## src/rtl/m68k_ram_ctrl.sv

```systemverilog
// m68k_ram_ctrl: bridges a 68000 async bus cycle to a synchronous single-port RAM, one RAM access per cycle.
// Latency: dtack low 2+WAIT_STATES clk after the request edge (+2 with M68K_RAM_CTRL_SYNC_INPUTS_EN defined).
// Backpressure: the CPU is stalled by withholding cpu_dtack_n; dtack is held until cpu_as_n is seen high.
module m68k_ram_ctrl #(
    parameter int ADDRESS_WIDTH = 14,
    parameter int WAIT_STATES   = 0
) (
    input  logic                     clk,
    input  logic                     rst_n,
    input  logic                     cs,
    input  logic                     cpu_as_n,
    input  logic                     cpu_uds_n,
    input  logic                     cpu_lds_n,
    input  logic                     cpu_rw,
    input  logic [ADDRESS_WIDTH-1:1] cpu_addr,
    input  logic [15:0]              cpu_dout,
    output logic [15:0]              cpu_din,
    output logic                     cpu_dtack_n,
    output logic                     ram_we,
    output logic [1:0]               ram_mask,
    output logic [ADDRESS_WIDTH-1:1] ram_addr,
    output logic [15:0]              ram_din,
    input  logic [15:0]              ram_dout
);

    localparam logic [3:0] WAIT_LOAD = 4'(WAIT_STATES);

    typedef enum logic [2:0] {
        IDLE,
        WAIT,
        ACCESS,
        CAPTURE,
        ACK
    } state_t;

    state_t     state;
    state_t     state_nxt;
    logic       as_n;
    logic       uds_n;
    logic       lds_n;
    logic       req;
    logic       accept;
    logic       rw_q;
    logic       we_nxt;
    logic       dtack_nxt;
    logic [3:0] wait_cnt;
    logic [3:0] wait_cnt_nxt;

`ifdef M68K_RAM_CTRL_SYNC_INPUTS_EN
    // Strobes come straight off the CPU bus; resolve metastability before the FSM looks at them.
    logic [1:0] as_sync;
    logic [1:0] uds_sync;
    logic [1:0] lds_sync;

    always_ff @(posedge clk or negedge rst_n) begin
        if (!rst_n) begin
            as_sync  <= 2'b11;
            uds_sync <= 2'b11;
            lds_sync <= 2'b11;
        end else begin
            as_sync  <= {as_sync[0], cpu_as_n};
            uds_sync <= {uds_sync[0], cpu_uds_n};
            lds_sync <= {lds_sync[0], cpu_lds_n};
        end
    end

    assign as_n  = as_sync[1];
    assign uds_n = uds_sync[1];
    assign lds_n = lds_sync[1];
`else
    assign as_n  = cpu_as_n;
    assign uds_n = cpu_uds_n;
    assign lds_n = cpu_lds_n;
`endif

    assign req = cs & ~as_n & (~uds_n | ~lds_n);

    always_ff @(posedge clk or negedge rst_n) begin
        if (!rst_n) begin
            state <= IDLE;
        end else begin
            state <= state_nxt;
        end
    end

    always_comb begin
        state_nxt    = state;
        accept       = 1'b0;
        dtack_nxt    = cpu_dtack_n;
        wait_cnt_nxt = wait_cnt;
        case (state)
            IDLE: begin
                if (req) begin
                    accept       = 1'b1;
                    wait_cnt_nxt = WAIT_LOAD;
                    state_nxt    = (WAIT_STATES > 0) ? WAIT : ACCESS;
                end
            end
            WAIT: begin
                wait_cnt_nxt = wait_cnt - 4'd1;
                if (wait_cnt <= 4'd1) begin
                    state_nxt = ACCESS;
                end
            end
            ACCESS: begin
                state_nxt = CAPTURE;
            end
            CAPTURE: begin
                // A cycle abandoned by the CPU still completes its RAM access but is never acknowledged.
                if (!as_n) begin
                    dtack_nxt = 1'b0;
                    state_nxt = ACK;
                end else begin
                    state_nxt = IDLE;
                end
            end
            ACK: begin
                if (as_n) begin
                    dtack_nxt = 1'b1;
                    state_nxt = IDLE;
                end
            end
            default: begin
                state_nxt = IDLE;
            end
        endcase
    end

    // On a zero-wait accept rw_q is not yet loaded, so take direction straight from the bus.
    assign we_nxt = (state_nxt == ACCESS) & ~(accept ? cpu_rw : rw_q);

    always_ff @(posedge clk or negedge rst_n) begin
        if (!rst_n) begin
            wait_cnt    <= 4'd0;
            ram_we      <= 1'b0;
            cpu_dtack_n <= 1'b1;
            ram_addr    <= '0;
            ram_din     <= 16'h0000;
            ram_mask    <= 2'b00;
            rw_q        <= 1'b1;
            cpu_din     <= 16'h0000;
        end else begin
            wait_cnt    <= wait_cnt_nxt;
            ram_we      <= we_nxt;
            cpu_dtack_n <= dtack_nxt;
            if (accept) begin
                ram_addr <= cpu_addr;
                ram_din  <= cpu_dout;
                ram_mask <= {~uds_n, ~lds_n};
                rw_q     <= cpu_rw;
            end
            if ((state == CAPTURE) && rw_q) begin
                cpu_din <= ram_dout;
            end
        end
    end

endmodule
```

## config.mk

```make
export PLATFORM = sky130hd
export DESIGN_NAME = m68k_ram_ctrl
export DESIGN_NICKNAME = d
export VERILOG_FILES = /design/src/rtl/m68k_ram_ctrl.sv
export SDC_FILE = /design/constraint.sdc
export NUM_CORES = 1
export LEC_CHECK = 0
export CAP_MARGIN = 20
export CORE_MARGIN = 2
export CORE_UTILIZATION = 35
export DETAILED_ROUTE_END_ITERATION = 12
export PLACE_DENSITY = 0.75
export SETUP_SLACK_MARGIN = 0.4
export SLEW_MARGIN = 40
export SYNTH_ARGS = -nofsm -noshare
export SYNTH_HDL_FRONTEND = slang
export SYNTH_SLANG_ARGS = --single-unit
```

## constraint.sdc

```tcl
create_clock -name clk -period 1.92 [get_ports clk]
set_input_delay 0.384 -clock clk [delete_from_list [all_inputs] [get_ports clk]]
set_output_delay 0.384 -clock clk [all_outputs]
set_load 0.005 [all_outputs]
```

# Yosys cells after proc, flatten, opt, wreduce, memory -nomap -nowiden
# Index checks and enable logic that the tools add are counted.
[word_totals] output_inout_bits=49 reg_bits=57 in_bits=52 word_cells=46
[classes] n_bitwise=8 reduce_logical=6 add_sub_neg=1 eq_ne=8 muxes=13 n_lt_le_gt_ge=1
[ops] op="$pmux W3 S5" count=1
[ops] op="$mux W3" count=4
[ops] op="$eq A3 B2 Y1 const B" count=3
[ops] op="$pmux W4 S2" count=1
[ops] op="$ne A2 B2 Y1 const B" count=3
[ops] op="$mux W1" count=5
[ops] op="$le A4 B1 Y1 const B" count=1
[ops] op="$mux W4" count=1
[ops] op="$not A1 Y1" count=4
[ops] op="$reduce_bool A2 Y1" count=2
[ops] op="$sub A4 B1 Y4 const B" count=1
[ops] op="$and A1 B1 Y1" count=3
[ops] op="$eq A3 B1 Y1 const B" count=1
[ops] op="$eq A3 B3 Y1 const B" count=1
[ops] op="$logic_not A3 Y1" count=1
[ops] op="$reduce_and A3 Y1" count=1
[ops] op="$pmux W1 S2" count=1
[ops] op="$reduce_and A2 Y1" count=1
[ops] op="$logic_and A1 B1 Y1" count=1
[ops] op="$or A1 B1 Y1" count=1

# Longest topological paths before layout
# Gate-level depths: netlist of run 1.
[logic_depth] ltp_word=8 ltp_mapped=6 mapped_depth_nobuf=6

# Least setup slack after synthesis of run 1
# Ideal clock, no wire load.
[synth_path] path_type="register -> register" startpoint="reg state[2]" endpoint="reg ram_we" path_slack_ns=0.287 stages_incl_launch_ff=7 setup_time_ns=0.065 period_less_slack_ns=1.633 path_buffers=2 required_time_ns=1.855 arrival_ns=1.568 path_cell_list="dfrtp_1 buf_6 or3b_1 buf_6 o32a_1 o22ai_2 o221a_2"
[synth_via] elab_chain_len=5 word_cells_on_any_way=14 classes_between="5 x eq/ne; 6 x mux; 2 x bitwise; 1 x reduce/logical"
[synth_lines] item="from (decl)" line="36" source="state_t state;"
[synth_lines] item="from (signal assigned)" line="82" source="state <= state_nxt;"
[synth_lines] item="branches (longest 4 deep; another with $pmux W3 S5)"
[synth_lines] item="$and A1 B1 Y1 *" line="130" source="assign we_nxt = (state_nxt == ACCESS) & ~(accept ? cpu_rw : rw_q);"
[synth_lines] item="via we_nxt" line="44" source="logic we_nxt;"
[synth_lines] item="to (signal assigned)" line="144" source="ram_we <= we_nxt;"
[synth_lines] item="to (decl)" line="19" source="output logic ram_we,"
# Mark *: on every way through the listed nets, which the timed path passes.
# A chain may end at the register's enable or synchronous reset.

# Final worst setup path of run 1
[layout_path] startpoint="reg state[2]" endpoint="reg ram_addr[4] in the netlist's numbering"
[layout_via] elab_chain_len=2
[layout_lines] item="$logic_not A3 Y1" line="91" source="case (state)"
[layout_lines] item="$mux W1" line="91"
[layout_lines] item="to (signal assigned)" line="147" source="ram_addr <= cpu_addr;"
[layout_lines] item="to (decl)" line="21" source="output logic [ADDRESS_WIDTH-1:1] ram_addr,"
# Every way passes these cells.

==> flow_metrics.env, run 1 <==
export IMPL_status="finished clean"
export IMPL_synthToLayoutAreaGrowth_pct=60.1
export IMPL_worst_path_most_repeated_cell="sky130_fd_sc_hd__buf_6"
export IMPL_wire_per_inst_um=14.3
export IMPL_critPathArrivalTime_ns=1.77
export IMPL_clk_buf_depth=2
export IMPL_cts_htree_levels=3
export IMPL_leakagePower_uw=0.00171
export IMPL_numClockSinks=57
export IMPL_clk_insertion_delay_late_ns=0.34
export IMPL_max_frequency_ghz=0.645
export IMPL_postSynthAreaPerCell_um2=14.3
export IMPL_cell_chain_critical_path="buf_6, a21oi_2, nand4_1, buf_6, clkbuf_16, mux2_2"
export IMPL_largest_net_degree_at_the_start_of_global_routing=41
export IMPL_setup_slack_ns=0.370
export IMPL_track_usage_pct=14.6
export IMPL_drtPass1Iterations=4
export IMPL_syn_nets=214
export IMPL_die_area_um2=7180
export IMPL_tritoncts="done"
export IMPL_crit_fanout=5
export IMPL_layout_worst_path_cycle_share_pct=80.7
export IMPL_powerDensity_nw_per_um2=1420
export IMPL_worst_endpoint_required_ns=2.14
export IMPL_drt_first_iter_violations=40
export IMPL_viasPerCell=4.63
export IMPL_die_w_um=84.8
export IMPL_grt_first_pass_wirelength_um=8150
export IMPL_cts_root_buf="sky130_fd_sc_hd__clkbuf_8"
export IMPL_number_of_max_cap_violations=0
export IMPL_register_area_um2=1430
export IMPL_timing_hold_worst_class="in -> async"
export IMPL_start_util_pct=36.1
export IMPL_detailedPlacementHpwl_um=3500
export IMPL_antenna_violations_before_repair=0
export IMPL_worst_slack_at_placement_ns=0.0676
export IMPL_number_of_flip_flops_and_latches_in_the_synthesized_netlist=57
export IMPL_synth_edf_count=0
export IMPL_route_vias_total=1681
export IMPL_dieHeight_um=84.8
export IMPL_clkSlewWorstSetupHoldPaths_ns=0.06
export IMPL_synth_yosys_seq_area_share_pct=62.6
export IMPL_synthDominantCellAreaShare_pct=60.3
export IMPL_actual_transition_at_the_worst_max_transition_pin_ns=0.489
export IMPL_post_route_cells_drive_above_1_share_pct=31.5
export IMPL_synthCells=160
export IMPL_gr_ovfl_total=0
export IMPL_synth_lib_cells_used_distinct=24
export IMPL_slowest_delay_ns=0.40
export IMPL_synth_top_area_cell="sky130_fd_sc_hd__dfrtp_1"
export IMPL_async_flop_share_pct=100
export IMPL_finalCriticalPeriod_ns=1.55
export IMPL_postRouteWirelength_um=5180
export IMPL_rows=29
export IMPL_drv_slew=0
export IMPL_slew_headroom_pct=67.4
export IMPL_grt_setup_unrepaired="yes"
export IMPL_total_standard_cell_area_after_synthesis_um2=2280
export IMPL_start_kind="flop"
export IMPL_critPathCaptureType="flop"
export IMPL_synth_main_ff_cell="sky130_fd_sc_hd__dfrtp_1"
export IMPL_layout_commonest_cell="sky130_fd_sc_hd__dfrtp_1"
export IMPL_numCtsBuffers=9
export IMPL_antenna_diode_count=0
export IMPL_layout_cells_most_common_list="sky130_fd_sc_hd__dfrtp_1 (53), sky130_fd_sc_hd__dlygate4sd2_1 (49), sky130_fd_sc_hd__clkdlybuf4s50_1 (47), sky130_fd_sc_hd__mux2_2 (46)"
export IMPL_pin_count=101
export IMPL_fin_skew_ns=0.00786
export IMPL_multiInputGateArea_um2=795
export IMPL_yosys_warnings=0
export IMPL_post_route_drc_count=0
export IMPL_final_fill_count=542
export IMPL_nets_finish=335
export IMPL_setup_worst_path_class="reg -> reg"
export IMPL_finalHoldViolations=0
export IMPL_post_synth_main_area_contributors="sky130_fd_sc_hd__dfrtp_1 (60%), sky130_fd_sc_hd__mux2_2 (23%), sky130_fd_sc_hd__dfstp_2 (2.3%)"
export IMPL_tns_ns=0
export IMPL_report_final_setup_viol=0
export IMPL_design_core_area_um2=6310
export IMPL_final_antenna_net_count=0
export IMPL_gpl_final_weighted_congestion=0.720
export IMPL_number_of_global_route_vias_before_repair=1734
export IMPL_vdd_drop_max_uv=831
export IMPL_io_buffers=100
export IMPL_critical_path_slowest_cell="sky130_fd_sc_hd__dfrtp_1"
-- layout make-up --
type / instances / area share (%)
Sequential cell: 57 / 39.2
Multi-Input combinational cell: 91 / 21.7
Timing Repair Buffer: 118 / 31.3
Clock buffer: 13 / 4.35
Inverter: 4 / 0.411
Tap cell: 77 / 2.64
Clock inverter: 3 / 0.411
-- metal layers --
| metal | track usage, % | wire length, µm | up-vias |
|---|---|---|---|
| met4 | 4.76 | 60 | 0 |
| met2 | 23.3 | 2600 | 69 |
| met1 | 16.9 | 2030 | 801 |
| li1 | - | - | 805 |
| met3 | 8.06 | 500 | 6 |
| met5 | 0 | 0 | - |
-- state kept, by name (all words and copies together), names as in the netlist --
| name | flops |
|---|---|
| cpu_din | 16 |
| cpu_dtack_n | 1 |
| ram_addr | 13 |
| ram_din | 16 |
| ram_mask | 2 |
| ram_we | 1 |
| rw_q | 1 |
| state | 3 |
| wait_cnt | 4 |
-- cells in the mapped netlist, drive strengths merged (2+ instances only) --
master / instances
a21oi: 7
buf: 8
dfrtp: 55
dfstp: 2
ha: 2
inv: 4
mux2: 46
mux2i: 2
nand2: 7
nand3: 2
nand4: 2
nor2: 6
o21ai: 6
or2: 2
-- stage by stage --
stage / util [%] / hold slack [ns] / power [µW] / instance area, µm² / cells
after global placement: 53.5 / 0.375 / 4390 / 3380 / 335
after CTS: 55.7 / 0.0113 / 5100 / 3520 / 354
after floorplan: - / 0.0884 / 3090 / 2280 / 160
final: 57.9 / 0.00163 / 5170 / 3650 / 363
after global routing: 57.9 / 0.0339 / 5570 / 3650 / 363
after detailed placement: 53.5 / 0.376 / 4450 / 3380 / 335
-- power breakdown --
| part | internal, µW | switching, µW | total (µW) |
|---|---|---|---|
| Clock | 532 | 441 | 973 |
| Combinational | 1340 | 748 | 2090 |
| Sequential | 1820 | 295 | 2110 |
-- worst paths after layout --
kind                                  start           to  slack (ns)  cells past startpoint
worst max-delay path               state[2]  ram_addr[4]        0.37                      6
max in group asynchronous             rst_n   cpu_din[9]        1.25                      2
worst min-delay path                  rst_n       ram_we       0.002                      1
min in group clk                   cpu_as_n     state[2]        0.30                      2
worst max register to register     state[2]  ram_addr[4]        0.37                      6
worst min register to register  ram_mask[1]  ram_mask[1]        0.47                      2
-- worst max-delay path: cells and delay by family (launching register included) --
kind	cells	cell delay [ns]
AOI/OAI and AO/OA	1	0.08
and+or+nand+nor	1	0.20
DFF	1	0.40
muxes	1	0.26
buffers and inverters	3	0.49
-- logic make-up after synthesis --
| family | after synthesis | synth area share (%) |
|---|---|---|
| buffers and inverters | 12 | 2.96 |
| AOI/OAI and AO/OA | 17 | 4.66 |
| DFF | 57 | 62.6 |
| adders and majority gates | 2 | 1.10 |
| and+or+nand+nor | 24 | 5.10 |
| muxes | 48 | 23.6 |
-- timing repair --
action | CTS | global route
setup endpoints to repair | 50 | 31
hold buffers | 0 | 0
setup buffers | 3 | 5
gates resized for setup | 50 | 10
gates cloned | 0 | 4
pin swaps | 0 | 0
(Power assumes the default switching activity.)
==> run 2: changes to the inputs <==
--- a/config.mk
+++ b/config.mk
@@ -9,7 +9,7 @@
 export CORE_MARGIN = 2
 export CORE_UTILIZATION = 35
 export DETAILED_ROUTE_END_ITERATION = 12
-export PLACE_DENSITY = 0.75
+export PLACE_DENSITY = 0.78
 export SETUP_SLACK_MARGIN = 0.4
 export SLEW_MARGIN = 40
 export SYNTH_ARGS = -nofsm -noshare
==> constraint.sdc (replaced) <==
create_clock -name clk -period 1.4 [get_ports clk]
set_input_delay 0.28 -clock clk [delete_from_list [all_inputs] [get_ports clk]]
set_output_delay 0.28 -clock clk [all_outputs]
set_load 0.005 [all_outputs]
==> flow_metrics.env, run 2 (synthesis gave the netlist of run 1 again) <==
export IMPL_clk_insertion_delay_late_ns=0.33
export IMPL_actual_transition_at_the_worst_max_transition_pin_ns=0.412
export IMPL_finalHoldViolations=0
export IMPL_drt_first_iter_violations=27
export IMPL_route_vias_total=1817
export IMPL_critPathArrivalTime_ns=1.76
export IMPL_drtPass1Iterations=6
export IMPL_pin_count=101
export IMPL_critical_path_slowest_cell="sky130_fd_sc_hd__or3b_4"
export IMPL_dp_cells=350
export IMPL_totalPowerFinal_uw=7690
export IMPL_biggestRegsByFlops="cpu_din: 16 flops, ram_din: 16 flops, ram_addr: 13 flops"
export IMPL_numClockSinks=57
export IMPL_vdd_drop_max_uv=1160
export IMPL_rows=29
export IMPL_clk_buf_depth=2
export IMPL_largest_net_degree_at_the_start_of_global_routing=18
export IMPL_layout_worst_path_cycle_share_pct=107
export IMPL_antenna_diode_count=0
export IMPL_postRouteWirelength_um=5440
export IMPL_worst_endpoint_required_ns=1.67
export IMPL_wire_per_inst_um=14.0
export IMPL_number_of_standard_cells_in_the_final_layout_excluding_fillers=388
export IMPL_setup_slack_ns=-0.0928
export IMPL_setup_worst_path_class="reg -> reg"
export IMPL_slowest_delay_ns=0.40
export IMPL_grt_setup_unrepaired="yes"
export IMPL_start_kind="flop"
export IMPL_slew_headroom_pct=72.5
export IMPL_final_antenna_net_count=0
export IMPL_powerDensity_nw_per_um2=2040
export IMPL_io_buffers=100
export IMPL_antenna_violations_before_repair=0
export IMPL_viasPerCell=4.68
export IMPL_die_area_um2=7180
export IMPL_number_of_max_cap_violations=0
export IMPL_report_final_setup_viol=31
export IMPL_postPlaceCellArea_um2=3520
export IMPL_synthToLayoutAreaGrowth_pct=65.6
export IMPL_drv_slew=0
export IMPL_post_route_cells_drive_above_1_share_pct=54.3
export IMPL_critPathCaptureType="flop"
export IMPL_tritoncts="done"
export IMPL_finalCriticalPeriod_ns=1.49
export IMPL_cts_htree_levels=3
export IMPL_layout_cells_most_common_list="sky130_fd_sc_hd__dfrtp_1 (55), sky130_fd_sc_hd__clkdlybuf4s50_1 (50), sky130_fd_sc_hd__buf_2 (49), sky130_fd_sc_hd__mux2_2 (45), sky130_fd_sc_hd__buf_4 (28)"
export IMPL_final_fill_count=501
export IMPL_finish_utilization_pct=59.8
export IMPL_nets_finish=360
export IMPL_numCtsBuffers=9
export IMPL_fin_skew_ns=0.00802
export IMPL_cell_chain_critical_path="or3b_4, o32a_1, o22ai_2, o221a_2"
export IMPL_design_core_area_um2=6310
export IMPL_track_usage_pct=15.6
export IMPL_gr_ovfl_total=0
export IMPL_final_cell_area_um2=3780
export IMPL_grt_first_pass_wirelength_um=8890
export IMPL_cts_root_buf="sky130_fd_sc_hd__clkbuf_8"
export IMPL_number_of_global_route_vias_before_repair=1898
export IMPL_detailedPlacementHpwl_um=3840
export IMPL_die_w_um=84.8
export IMPL_crit_fanout=3
export IMPL_failed_checks="negative setup slack"
export IMPL_clkSlewWorstSetupHoldPaths_ns=0.07
export IMPL_gpl_final_weighted_congestion=0.790
export IMPL_leakagePower_uw=0.00177
export IMPL_timing_hold_worst_class="in -> async"
export IMPL_dieHeight_um=84.8
export IMPL_start_util_pct=36.1
export IMPL_max_frequency_ghz=0.670
export IMPL_layout_commonest_cell="sky130_fd_sc_hd__dfrtp_1"
export IMPL_post_route_drc_count=0
export IMPL_status="finished, violations left"
==> run 2: cell types whose count changed in the layout (fill, tap and decap cells not counted), moves of 4 or more <==
cell | before | now
sky130_fd_sc_hd__o21ai_1 | 0 | 5
sky130_fd_sc_hd__dlygate4sd2_1 | 49 | 0
sky130_fd_sc_hd__buf_6 | 3 | 7
sky130_fd_sc_hd__o21ai_0 | 6 | 1
sky130_fd_sc_hd__buf_2 | 1 | 49
sky130_fd_sc_hd__buf_4 | 11 | 28
==> run 2: metal layers <==
metal | share of wire (%) | vias to the layer above | track usage [%]
li1 | - | 858 | -
met1 | 41 | 872 | 18.8
met2 | 49 | 77 | 26.1
met3 | 8.2 | 10 | 5.41
met4 | 1.0 | 0 | 5.63
met5 | 0 | - | 0
==> run 2: worst max-delay path: cells and delay by family (launching register included) <==
| kind | cells | cell delay, ns |
|---|---|---|
| and+or+nand+nor | 1 | 0.40 |
| DFF | 1 | 0.39 |
| AOI/OAI and AO/OA | 3 | 0.65 |
==> run 2: area by class of cell <==
class                   instances  area (µm²)  share of cell area [%]
clock buffers                  10         138                    3.64
clock inverters                 6        67.6                    1.79
inverters                       4        15.0                   0.397
multi-input cells              91         828                    21.9
flip-flops and latches         57        1430                    37.8
well taps                      77        96.3                    2.55
repair buffers                143        1200                    31.9
==> run 2: stage by stage <==
step           worst slack [ns]  hold slack [ns]  setup TNS, ns
3_3_place_gp             -0.311            0.232          -9.85
5_1_grt                  -0.165            0.436          -4.35
4_1_cts                  -0.111            0.424         -0.309
2_1_floorplan            -0.233          -0.0156         -0.539
3_5_place_dp             -0.356            0.235         -11.41
6_report                -0.0928            0.419         -0.762
==> run 2: path summary, 6_finish.rpt <==
kind                        startpoint           to  slack, ns  cells after the start
setup reg to reg              state[2]       ram_we      -0.09                      4
setup / recovery              state[2]       ram_we      -0.09                      4
hold reg to reg            wait_cnt[3]  wait_cnt[3]       0.48                      1
min in group clk           wait_cnt[3]  wait_cnt[3]       0.48                      1
hold / removal                   rst_n  cpu_din[14]       0.42                      2
max in group asynchronous        rst_n   cpu_din[3]       0.53                      3
==> run 2: what timing repair did <==
| action | CTS | global route |
|---|---|---|
| endpoints found under the setup margin | 105 | 106 |
| hold endpoints to repair | 10 | 0 |
| hold buffers | 1 | 0 |
| setup buffers | 9 | 9 |
| pin swaps | 2 | 2 |
| gates resized for setup | 212 | 14 |
| gates cloned | 1 | 2 |
==> run 2: report_power, final <==
group	total [µW]	internal (µW)	switching, µW	leakage (µW)
clock	1540	871	665	0.0000985
sequential	2880	2490	391	0.000681
combinational	3280	2060	1220	0.000991
total	7690	5420	2270	0.00177
==> run 3: changes to the inputs <==
--- a/config.mk
+++ b/config.mk
@@ -9,6 +9,8 @@
 export CORE_MARGIN = 2
 export CORE_UTILIZATION = 35
 export DETAILED_ROUTE_END_ITERATION = 12
+export GPL_ROUTABILITY_DRIVEN = 0
+export GPL_TIMING_DRIVEN = 0
 export PLACE_DENSITY = 0.78
 export SETUP_SLACK_MARGIN = 0.4
 export SLEW_MARGIN = 40
==> flow_metrics.env, run 3 (synthesis gave the netlist of run 1 again) <==
export IMPL_fin_skew_ns=0.0115
export IMPL_tritoncts="done"
export IMPL_numCtsBuffers=9
export IMPL_netSwitchingPower_uw=2610
export IMPL_setup_reg_to_reg_worst_slack_ns=-0.30
export IMPL_worst_endpoint_required_ns=1.67
export IMPL_postRouteWirelength_um=6490
export IMPL_drt_first_iter_violations=44
export IMPL_crit_reg2reg_capture="ram_we"
export IMPL_register_area_um2=1430
export IMPL_layout_commonest_cell="sky130_fd_sc_hd__dfrtp_1"
export IMPL_die_area_um2=7180
export IMPL_layout_cells_most_common_list="sky130_fd_sc_hd__dfrtp_1 (54), sky130_fd_sc_hd__clkdlybuf4s50_1 (50), sky130_fd_sc_hd__buf_2 (48), sky130_fd_sc_hd__buf_4 (33), sky130_fd_sc_hd__mux2_2 (30)"
export IMPL_rows=29
export IMPL_layout_worst_path_cycle_share_pct=122
export IMPL_setup_slack_ns=-0.303
export IMPL_slew_headroom_pct=72.2
export IMPL_start_util_pct=36.1
export IMPL_gr_ovfl_total=0
export IMPL_finalCriticalPeriod_ns=1.70
export IMPL_route_vias_total=1917
export IMPL_final_fill_count=457
export IMPL_detailedPlacementHpwl_um=3610
export IMPL_biggestRegsByFlops="cpu_din: 16 flops, ram_din: 16 flops, ram_addr: 13 flops"
export IMPL_nets_finish=375
export IMPL_cts_root_buf="sky130_fd_sc_hd__clkbuf_8"
export IMPL_number_of_max_cap_violations=0
export IMPL_power_frac_seq_pct=33.8
export IMPL_leakagePower_uw=0.00197
export IMPL_vdd_drop_max_uv=1150
export IMPL_powerDensity_nw_per_um2=2110
export IMPL_design_core_area_um2=6310
export IMPL_totalPowerFinal_uw=8660
export IMPL_finalHoldViolations=30
export IMPL_critPathCaptureType="flop"
export IMPL_internal_power_uw=6050
export IMPL_status="finished, violations left"
export IMPL_post_route_drc_count=0
export IMPL_io_buffers=100
export IMPL_actual_transition_at_the_worst_max_transition_pin_ns=0.418
export IMPL_grt_first_pass_wirelength_um=10100
export IMPL_p_sw_share_pct=30.1
export IMPL_clkSlewWorstSetupHoldPaths_ns=0.07
export IMPL_report_final_setup_viol=54
export IMPL_synthToLayoutAreaGrowth_pct=79.4
export IMPL_cts_htree_levels=3
export IMPL_track_usage_pct=18.4
export IMPL_fin_worst_hold_slack_ns=-0.119
export IMPL_p_clk_share_pct=18.2
export IMPL_dieHeight_um=84.8
export IMPL_crit_end="ram_we"
export IMPL_number_of_global_route_vias_before_repair=2000
export IMPL_final_antenna_net_count=0
export IMPL_multiInputGateArea_um2=957
export IMPL_reg2reg_depth=6
export IMPL_max_frequency_ghz=0.587
export IMPL_crit_fanout=3
export IMPL_drv_slew=0
export IMPL_antenna_violations_before_repair=0
export IMPL_start_kind="flop"
export IMPL_antenna_diode_count=0
export IMPL_numClockSinks=57
export IMPL_cp_startpoint="state[2]"
export IMPL_post_route_cells_drive_above_1_share_pct=61.7
export IMPL_largest_net_degree_at_the_start_of_global_routing=32
export IMPL_viasPerCell=4.76
export IMPL_grt_setup_unrepaired="yes"
export IMPL_wire_per_inst_um=16.1
export IMPL_critPathArrivalTime_ns=1.98
export IMPL_finish_utilization_pct=64.9
export IMPL_drtPass1Iterations=4
export IMPL_setup_worst_path_class="reg -> reg"
export IMPL_worst_slack_at_placement_ns=-0.403
export IMPL_power_share_of_the_combinational_group_pct=48.0
export IMPL_clk_insertion_delay_late_ns=0.33
export IMPL_timing_hold_worst_class="in -> async"
export IMPL_die_w_um=84.8
export IMPL_failed_checks="negative hold slack, negative setup slack"
export IMPL_clk_buf_depth=2
export IMPL_crit_reg2reg_launch="state[2]"
export IMPL_pin_count=101
-- run 3: final cells by class --
cell class | count | area share, %
buffer | 8 | 2.47
inverter | 4 | 0.367
multi-input combinational | 91 | 23.4
sequential | 57 | 34.9
tap | 77 | 2.35
clock buffer | 11 | 3.70
timing repair buffer | 150 | 31.5
clock inverter | 5 | 1.31
-- run 3: how the worst min path moves through the flow --
stage | start | endpoint | slack, ns
floorplan | rst_n | cpu_din[0] | -0.02
global placement | wait_cnt[3] | wait_cnt[3] | 0.47
finish | rst_n | cpu_din[10] | -0.12
CTS | rst_n | cpu_din[15] | -0.11
detailed placement | rst_n | cpu_din[15] | 0.24
global route | rst_n | ram_addr[1] | -0.1
-- run 3: routing by layer --
| layer | vias up | global-route usage, % | routed length [µm] |
|---|---|---|---|
| met1 | 945 | 22.1 | 2610 |
| met5 | - | 0 | 0 |
| met2 | 76 | 31.0 | 3290 |
| met3 | 14 | 5.51 | 469 |
| li1 | 882 | - | - |
| met4 | 0 | 7.50 | 123 |
-- run 3: metrics by stage --
step,std cells,setup TNS (ns),cell area (µm²),hold slack (ns)
after floorplan,160,-0.539,2320,-0.0156
after global placement,337,-114.77,3420,0.468
after detailed placement,338,-16.40,3440,0.241
after CTS,387,-7.60,3940,-0.111
after global routing,403,-10.41,4100,-0.0992
final,403,-7.94,4100,-0.119
-- run 3: critical path, cell delays in order, from the launching register on --
cell	delay [ns]
sky130_fd_sc_hd__dfrtp_1	0.37
sky130_fd_sc_hd__buf_6	0.12
sky130_fd_sc_hd__or3b_4	0.40
sky130_fd_sc_hd__buf_6	0.13
sky130_fd_sc_hd__o32a_1	0.32
sky130_fd_sc_hd__o22ai_2	0.11
sky130_fd_sc_hd__o221a_2	0.20
-- run 3: what timing repair did --
item                                    4_1_cts  5_1_grt
pin swaps                                    13        7
gates cloned                                  5        0
endpoints found under the hold margin        30       30
buffers inserted                             28       16
resized for setup                           256       14
endpoints found under the setup margin      104      106
-- run 3: power groups by stage --
stage / logic, µW / clock network (µW) / registers, µW
floorplan: 1330 / 0 / 2970
global placement: 3200 / 0 / 2900
detailed placement: 3260 / 0 / 2930
CTS: 3670 / 1600 / 2900
global route: 4450 / 1690 / 3020
finish: 4160 / 1570 / 2930
